### src/rtl/multi_timer_pkg.sv
// Shared constants for the multi-channel timer peripheral: register offsets
// within a channel block, the STAT offset and TCON bit positions.
package multi_timer_pkg;

  // Register offsets relative to a channel's base address
  localparam logic [31:0] OFF_TH    = 32'h0000_0000;
  localparam logic [31:0] OFF_TL    = 32'h0000_0004;
  localparam logic [31:0] OFF_TCON  = 32'h0000_0008;
  localparam logic [31:0] OFF_PRE   = 32'h0000_000C;
  // STAT lives past the last possible channel block (8 * 16 bytes)
  localparam logic [31:0] OFF_STAT  = 32'h0000_0080;
  localparam int          CH_STRIDE = 16;
  localparam int          CH_SHIFT  = $clog2(CH_STRIDE);

  // TCON bit positions
  localparam int EN      = 0;
  localparam int IE      = 1;
  localparam int FLAG    = 2;
  localparam int ONESHOT = 3;

  // Assemble the four TCON bits in register order
  function automatic logic [3:0] tcon_pack(input logic en, input logic ie,
                                           input logic flag, input logic oneshot);
    logic [3:0] t;
    t          = 4'b0000;
    t[EN]      = en;
    t[IE]      = ie;
    t[FLAG]    = flag;
    t[ONESHOT] = oneshot;
    return t;
  endfunction

endpackage

### src/rtl/timer_channel.sv
// One timer channel: TH reload, TL up-counter, prescaler and TCON state.
// Bus writes arrive as per-register write enables with the raw write data.
module timer_channel
  import multi_timer_pkg::*;
#(
  parameter int CNT_W = 32,
  parameter int PRE_W = 16
) (
  input  logic        clk,
  input  logic        reset,
  input  logic        we_th,
  input  logic        we_tl,
  input  logic        we_tcon,
  input  logic        we_pre,
  input  logic [31:0] wdata,
  output logic [31:0] th_rd,
  output logic [31:0] tl_rd,
  output logic [31:0] tcon_rd,
  output logic [31:0] pre_rd,
  output logic        flag,
  output logic        irq
);

  localparam logic [CNT_W-1:0] CNT_ONES = {CNT_W{1'b1}};

  logic [CNT_W-1:0] th_q, th_d;
  logic [CNT_W-1:0] tl_q, tl_d;
  logic [PRE_W-1:0] pre_q, pre_d;
  logic [PRE_W-1:0] pcnt_q, pcnt_d;
  logic             en_q, en_d;
  logic             ie_q, ie_d;
  logic             flag_q, flag_d;
  logic             oneshot_q, oneshot_d;
  logic             tick_s;
  logic             ovf_s;

  // Next-state logic: prescaler, counter, reload and TCON updates
  always_comb begin
    tick_s = en_q && (pcnt_q == pre_q);
    // A TL write on the same edge suppresses overflow processing
    ovf_s  = tick_s && !we_tl && (tl_q == CNT_ONES);

    if (we_th) begin
      th_d = wdata[CNT_W-1:0];
    end else begin
      th_d = th_q;
    end

    // Reload uses the TH value held before this edge
    if (we_tl) begin
      tl_d = wdata[CNT_W-1:0];
    end else if (ovf_s) begin
      tl_d = th_q;
    end else if (tick_s) begin
      tl_d = tl_q + CNT_W'(1);
    end else begin
      tl_d = tl_q;
    end

    if (we_pre) begin
      pre_d = wdata[PRE_W-1:0];
    end else begin
      pre_d = pre_q;
    end

    if (we_pre || we_tcon) begin
      pcnt_d = '0;
    end else if (tick_s) begin
      pcnt_d = '0;
    end else if (en_q) begin
      pcnt_d = pcnt_q + PRE_W'(1);
    end else begin
      pcnt_d = pcnt_q;
    end

    // An explicit TCON write beats the one-shot auto-disable
    if (we_tcon) begin
      en_d = wdata[EN];
    end else if (ovf_s && oneshot_q) begin
      en_d = 1'b0;
    end else begin
      en_d = en_q;
    end

    if (we_tcon) begin
      ie_d      = wdata[IE];
      oneshot_d = wdata[ONESHOT];
    end else begin
      ie_d      = ie_q;
      oneshot_d = oneshot_q;
    end

    // Overflow set beats a write-1-to-clear on the same edge
    if (ovf_s) begin
      flag_d = 1'b1;
    end else if (we_tcon && wdata[FLAG]) begin
      flag_d = 1'b0;
    end else begin
      flag_d = flag_q;
    end
  end

  // Channel state registers with asynchronous reset
  always_ff @(posedge clk or posedge reset) begin
    if (reset) begin
      th_q      <= '0;
      tl_q      <= '0;
      pre_q     <= '0;
      pcnt_q    <= '0;
      en_q      <= 1'b0;
      ie_q      <= 1'b0;
      flag_q    <= 1'b0;
      oneshot_q <= 1'b0;
    end else begin
      th_q      <= th_d;
      tl_q      <= tl_d;
      pre_q     <= pre_d;
      pcnt_q    <= pcnt_d;
      en_q      <= en_d;
      ie_q      <= ie_d;
      flag_q    <= flag_d;
      oneshot_q <= oneshot_d;
    end
  end

  // Zero-extended register views for the bus read mux
  always_comb begin
    th_rd   = 32'(th_q);
    tl_rd   = 32'(tl_q);
    pre_rd  = 32'(pre_q);
    tcon_rd = 32'(tcon_pack(en_q, ie_q, flag_q, oneshot_q));
    flag    = flag_q;
    irq     = flag_q & ie_q;
  end

endmodule

### src/rtl/multi_timer_periph.sv
// Multi-channel timer peripheral: address decode, per-channel write enables,
// combinational read mux, STAT register and combined interrupt output.
module multi_timer_periph
  import multi_timer_pkg::*;
#(
  parameter int          NUM_CH    = 4,
  parameter int          CNT_W     = 32,
  parameter int          PRE_W     = 16,
  parameter logic [31:0] BASE_ADDR = 32'h4000_0100
) (
  input  logic        clk,
  input  logic        reset,
  input  logic        rd,
  input  logic        wr,
  input  logic [31:0] addr,
  input  logic [31:0] wdata,
  output logic [31:0] rdata,
  output logic        irqout
);

  logic [31:0]       off_s;
  logic [NUM_CH-1:0] ch_hit_s;
  logic [NUM_CH-1:0] we_th_s, we_tl_s, we_tcon_s, we_pre_s;
  logic [NUM_CH-1:0] flag_s, irq_s;
  logic [31:0]       th_rd_s   [NUM_CH];
  logic [31:0]       tl_rd_s   [NUM_CH];
  logic [31:0]       tcon_rd_s [NUM_CH];
  logic [31:0]       pre_rd_s  [NUM_CH];
  logic [31:0]       sel_val_s;
  logic [31:0]       rd_val_s;
  logic              stat_hit_s;

  for (genvar c = 0; c < NUM_CH; c++) begin : g_ch
    timer_channel #(
      .CNT_W (CNT_W),
      .PRE_W (PRE_W)
    ) u_ch (
      .clk     (clk),
      .reset   (reset),
      .we_th   (we_th_s[c]),
      .we_tl   (we_tl_s[c]),
      .we_tcon (we_tcon_s[c]),
      .we_pre  (we_pre_s[c]),
      .wdata   (wdata),
      .th_rd   (th_rd_s[c]),
      .tl_rd   (tl_rd_s[c]),
      .tcon_rd (tcon_rd_s[c]),
      .pre_rd  (pre_rd_s[c]),
      .flag    (flag_s[c]),
      .irq     (irq_s[c])
    );
  end

  // Decode the window offset into per-channel write strobes and read data
  always_comb begin
    off_s      = addr - BASE_ADDR;
    stat_hit_s = (off_s == OFF_STAT);
    rd_val_s   = {32{stat_hit_s}} & 32'(flag_s);
    sel_val_s  = 32'h0;
    for (int c = 0; c < NUM_CH; c++) begin
      // Channel blocks are CH_STRIDE bytes apart; misaligned offsets miss
      ch_hit_s[c]  = (off_s[31:CH_SHIFT] == (32 - CH_SHIFT)'(c));
      we_th_s[c]   = wr && ch_hit_s[c] && (off_s[CH_SHIFT-1:0] == OFF_TH[CH_SHIFT-1:0]);
      we_tl_s[c]   = wr && ch_hit_s[c] && (off_s[CH_SHIFT-1:0] == OFF_TL[CH_SHIFT-1:0]);
      we_tcon_s[c] = wr && ch_hit_s[c] && (off_s[CH_SHIFT-1:0] == OFF_TCON[CH_SHIFT-1:0]);
      we_pre_s[c]  = wr && ch_hit_s[c] && (off_s[CH_SHIFT-1:0] == OFF_PRE[CH_SHIFT-1:0]);
      case (off_s[CH_SHIFT-1:0])
        OFF_TH[CH_SHIFT-1:0]:   sel_val_s = th_rd_s[c];
        OFF_TL[CH_SHIFT-1:0]:   sel_val_s = tl_rd_s[c];
        OFF_TCON[CH_SHIFT-1:0]: sel_val_s = tcon_rd_s[c];
        OFF_PRE[CH_SHIFT-1:0]:  sel_val_s = pre_rd_s[c];
        default:                sel_val_s = 32'h0;
      endcase
      rd_val_s = rd_val_s | ({32{ch_hit_s[c]}} & sel_val_s);
    end
    rdata  = rd ? rd_val_s : 32'h0;
    irqout = |irq_s;
  end

endmodule

### config.mk
export PLATFORM = sky130hd
export DESIGN_NAME = multi_timer_periph
export DESIGN_NICKNAME = d
export VERILOG_FILES = /design/src/rtl/multi_timer_pkg.sv /design/src/rtl/timer_channel.sv /design/src/rtl/multi_timer_periph.sv
export SDC_FILE = /design/constraint.sdc
export NUM_CORES = 1
export LEC_CHECK = 0
export ABC_AREA = 1
export CORE_MARGIN = 1.5
export CORE_UTILIZATION = 63
export DETAILED_ROUTE_END_ITERATION = 8
export PLACE_DENSITY = 0.82
export SYNTH_ARGS = -nofsm -noshare
export SYNTH_HDL_FRONTEND = slang
export SYNTH_HIERARCHICAL = 1
export SYNTH_SLANG_ARGS = --single-unit
### constraint.sdc
create_clock -name clk -period 4.4 [get_ports clk]
set_clock_uncertainty 0.1 [all_clocks]
set_input_delay 0.88 -clock clk [delete_from_list [all_inputs] [get_ports clk]]
set_output_delay 0.88 -clock clk [all_outputs]
set_load 0.05 [all_outputs]
==> qor.tcl <==
set qor(final_min_period_over_clock_period_pct) 98.7
set qor(power_per_cell_area_nw_per_um2) 237
set qor(synth_enable_flop_cells) 0
set qor(post_cts_hold_buffer_count) 0
set qor(fmaxAchievable_ghz) 0.230
set qor(synth_adder_area_share_pct) 0.339
set qor(hold_viol_final) 0
set qor(synthesized_instance_count) 4379
set qor(die-area_um2) 48100
set qor(cts_tree) {yes}
set qor(grt_overflow) 0
set qor(launch_point_of_the_critical_path) {addr[3]}
set qor(netlist_top_cells_area) {dfrtp_1, nand2_1, nand3_1}
set qor(grt_max_degree) 101
set qor(cts_made_buffers) 47
set qor(path_clk_slew_ps) 60
set qor(worstSetupPathType) {in2out}
set qor(timing.final.crit_period_ps) 4340
set qor(root_buffer) {clkbuf_16}
set qor(wl_per_cell_um) 21.2
set qor(timing.critical_path.arrival_ps) 3360
set qor(final_layout_size_suffix_gt1_share_pct) 12.9
set qor(die_height_um) 219
set qor(place.gp.congestion) 1.09
set qor(ys_async_sr_fraction_pct) 100
set qor(r2r.worst_path.cells) 10
set qor(p_seq_share_pct) 45.2
set qor(via_count_of_the_first_global_routing_pass) 28500
set qor(synth.mux.area_fraction_pct) 3.21
set qor(worst_r2r_startpoint) {g_ch[0].u_ch/tl_rd[0]$_DFFE_PP0P_}
set qor(power.switching_mw) 2.06
set qor(slew_headroom_pct) 12.5
set qor(dpl.hpwl_mm) 79.4
set qor(hold_ws_ps) 401
set qor(drtIter0Drc) 4296
set qor(fin_nets) 4664
set qor(finalSetupViolCount) 0
set qor(syn-cell-area_um2) 29500
set qor(tightestPinTransition_ps) 1310
set qor(floorplan.core_area_um2) 46400
set qor(setup.worst_path.end_class) {primary output}
set qor(insertion_delay_ps) 600
set qor(dieWidth_um) 219
set qor(syn-mean-instance-area_um2) 6.74
set qor(synth-seq-cells) 400
set qor(wl_mm) 111
set qor(placementRows) 79
set qor(synth-simple-area-share_pct) 39.5
set qor(synth_largest_type_area_fraction_pct) 33.9
set qor(io_pins) 101
set qor(numPortBuffers) 100
set qor(grt_use_total_pct) 45.7
set qor(layout.cells.most_common_list) {nand2_1, dfrtp_1, inv_1}
set qor(main_combinational_cell_family_by_area_after_synthesis) {simple AND/OR/NAND/NOR gates}
set qor(clock_sinks) 400
set qor(path_class_of_the_lowest_slack_min_delay_path) {reg2reg}
set qor(synth_top_area_cell) {dfrtp_1}
set qor(drt-pass1-iter-count) 6
set qor(critical_path_peak_fanout) 35
set qor(post-route-drc-count) 0
set qor(synth_top_flop_cell) {dfrtp_1}
set qor(peakVddDrop_mv) 0.344
set qor(cts_buffer_depth) 3
set qor(antenna_found_initial) 3
set qor(grt_first_pass_wirelength_mm) 167
set qor(clockPowerShare_pct) 47.7
set qor(intPower_mw) 6.09
set qor(finalMaxSlewViolations) 0
set qor(outcome) {completed}
set qor(worst_setup_path_start_kind) {input port}
set qor(required_ps) 3420
set qor(num_vias) 31300
set qor(cts.htree.levels) 2
set qor(synth.yosys.seq_area_share_pct) 33.9
set qor(comb_power_share_pct) 7.2
set qor(total_leakage_power_nw) 16.9
set qor(antenna_violating_nets_remaining) 0
set qor(compound_cell_area_share_of_the_yosys_netlist_pct) 7.16
set qor(post_synth_xor_area_fraction_pct) 2.88
set qor(min_from) {g_ch[1].u_ch/th_rd[20]$_DFFE_PP0P_}
set qor(p_total_mw) 8.15
set qor(route.detailed.vias_per_inst) 5.99
set qor(area_delta_synth_final_pct) 16.6
set qor(yosysWarningCount) 6
set qor(power.share.switching_pct) 25.2
set qor(synth_cell_type_count) 42
set qor(starting_utilization_of_the_core_area_pct) 63.6
set qor(drv.max_cap_violation_count) 0
set qor(accumulated_negative_setup_slack_ps) 0
set qor(min_path_cells) 2
set qor(most_common_library_cell_in_the_layout_ignoring_fill_and_taps) {nand2_1}
## logic make-up (layout without fill, tap and decap cells)
| logic type | Yosys count | in the layout |
|---|---|---|
| buf+inv | 785 | 854 |
| compound gates | 348 | 348 |
| xor+xnor | 97 | 97 |
| other cells | 4 | 177 |
| flops | 400 | 400 |
| mux | 84 | 84 |
| fa+ha+maj | 8 | 8 |
| simple gates | 2653 | 2653 |
## through the flow
stage                     setup slack [ps]  area, um^2  cells  utilization [%]
after global placement               -85.5       32300   5128             69.8
after global routing                 -67.8       34400   5227             74.2
after floorplan                        364       30200   4551                -
final                                 55.4       34400   5228             74.2
after detailed placement              -152       32300   5128             69.8
after CTS                             4.41       34000   5216             73.4
## final cells by class
class	instances	area, um^2
timing repair buffer	359	3970
antenna	1	2.50
clock buffer	69	1400
clock inverter	12	103
fill	3746	12000
inverter	414	1580
sequential	400	10000
tap	607	759
multi-input combinational	3366	16600
## worst paths after layout
kind / endpoint / slack [ps]
min in group asynchronous: g_ch[1].u_ch/th_rd[17]$_DFFE_PP0P_ / 950
max in group asynchronous: g_ch[2].u_ch/tl_rd[27]$_DFFE_PP0P_ / 2360
worst max register to register: g_ch[0].u_ch/tl_rd[19]$_DFFE_PP0P_ / 1690
worst min register to register: g_ch[1].u_ch/tl_rd[20]$_DFFE_PP0P_ / 400
worst max-delay path: rdata[0] / 60
worst min-delay path: g_ch[1].u_ch/tl_rd[20]$_DFFE_PP0P_ / 400
## critical path: stages
cell and delay (ps):
clkdlybuf4s50_1 620, inv_1 100, nand3_1 160, inv_4 80, buf_12 190, nand2_1 80, nand4_1 410, nand4_1 250
nand3_1 120, nor2_1 210, nor2_1 100, buf_12 160
## per-layer routing
metal	track usage, %	part of all wire [%]
met5	0	0
met3	10.2	12
met4	32.8	8.4
met1	58.5	37
met2	68.1	43
## Yosys cell counts (8+ instances only)
cell      number
dfrtp_1      400
a211oi_1      12
a21oi_1       85
nand3_1      343
o21ai_0      154
buf_2         29
nor2_4        11
inv_2         14
nor2_1       390
buf_6         12
buf_1         24
clkbuf_1     108
nor2_2        29
xor2_1        61
nand2_1     1488
nand4_2        9
o211ai_2       8
a22o_1        28
mux2_2        84
o211ai_1      20
xnor2_1       36
ha_1           8
buf_4        198
nand3b_1      50
nand4_1      223
a221oi_1      28
inv_1        400
nor3_1        77
nor3b_1        8
## flip-flops by register name (all words and copies together) (netlist names)
| signal | cells |
|---|---|
| g_ch.u_ch/oneshot_q | 4 |
| g_ch.u_ch/tl_rd | 128 |
| g_ch.u_ch/pcnt_q | 64 |
| g_ch.u_ch/ie_q | 4 |
| g_ch.u_ch/th_rd | 128 |
| g_ch.u_ch/flag | 4 |
| g_ch.u_ch/pre_q | 64 |
| g_ch.u_ch/en_q | 4 |
## power by group through the flow
stage / registers [mW] / clock network (mW) / logic, mW
detailed placement: 3.75 / 0 / 0.534
CTS: 3.68 / 3.91 / 0.542
global route: 3.68 / 4.05 / 0.602
finish: 3.68 / 3.88 / 0.584
global placement: 3.75 / 0 / 0.536
floorplan: 3.75 / 0 / 0.297
## what timing repair did
action | CTS | global route
endpoints found under the setup margin | 32 | 32
resized for setup | 27 | 61
pin swaps | 7 | 33
setup buffers | 6 | 5
gates cloned | 1 | 6
endpoints found under the hold margin | 0 | 0
Note: power is estimated with default switching activity, not from simulation.
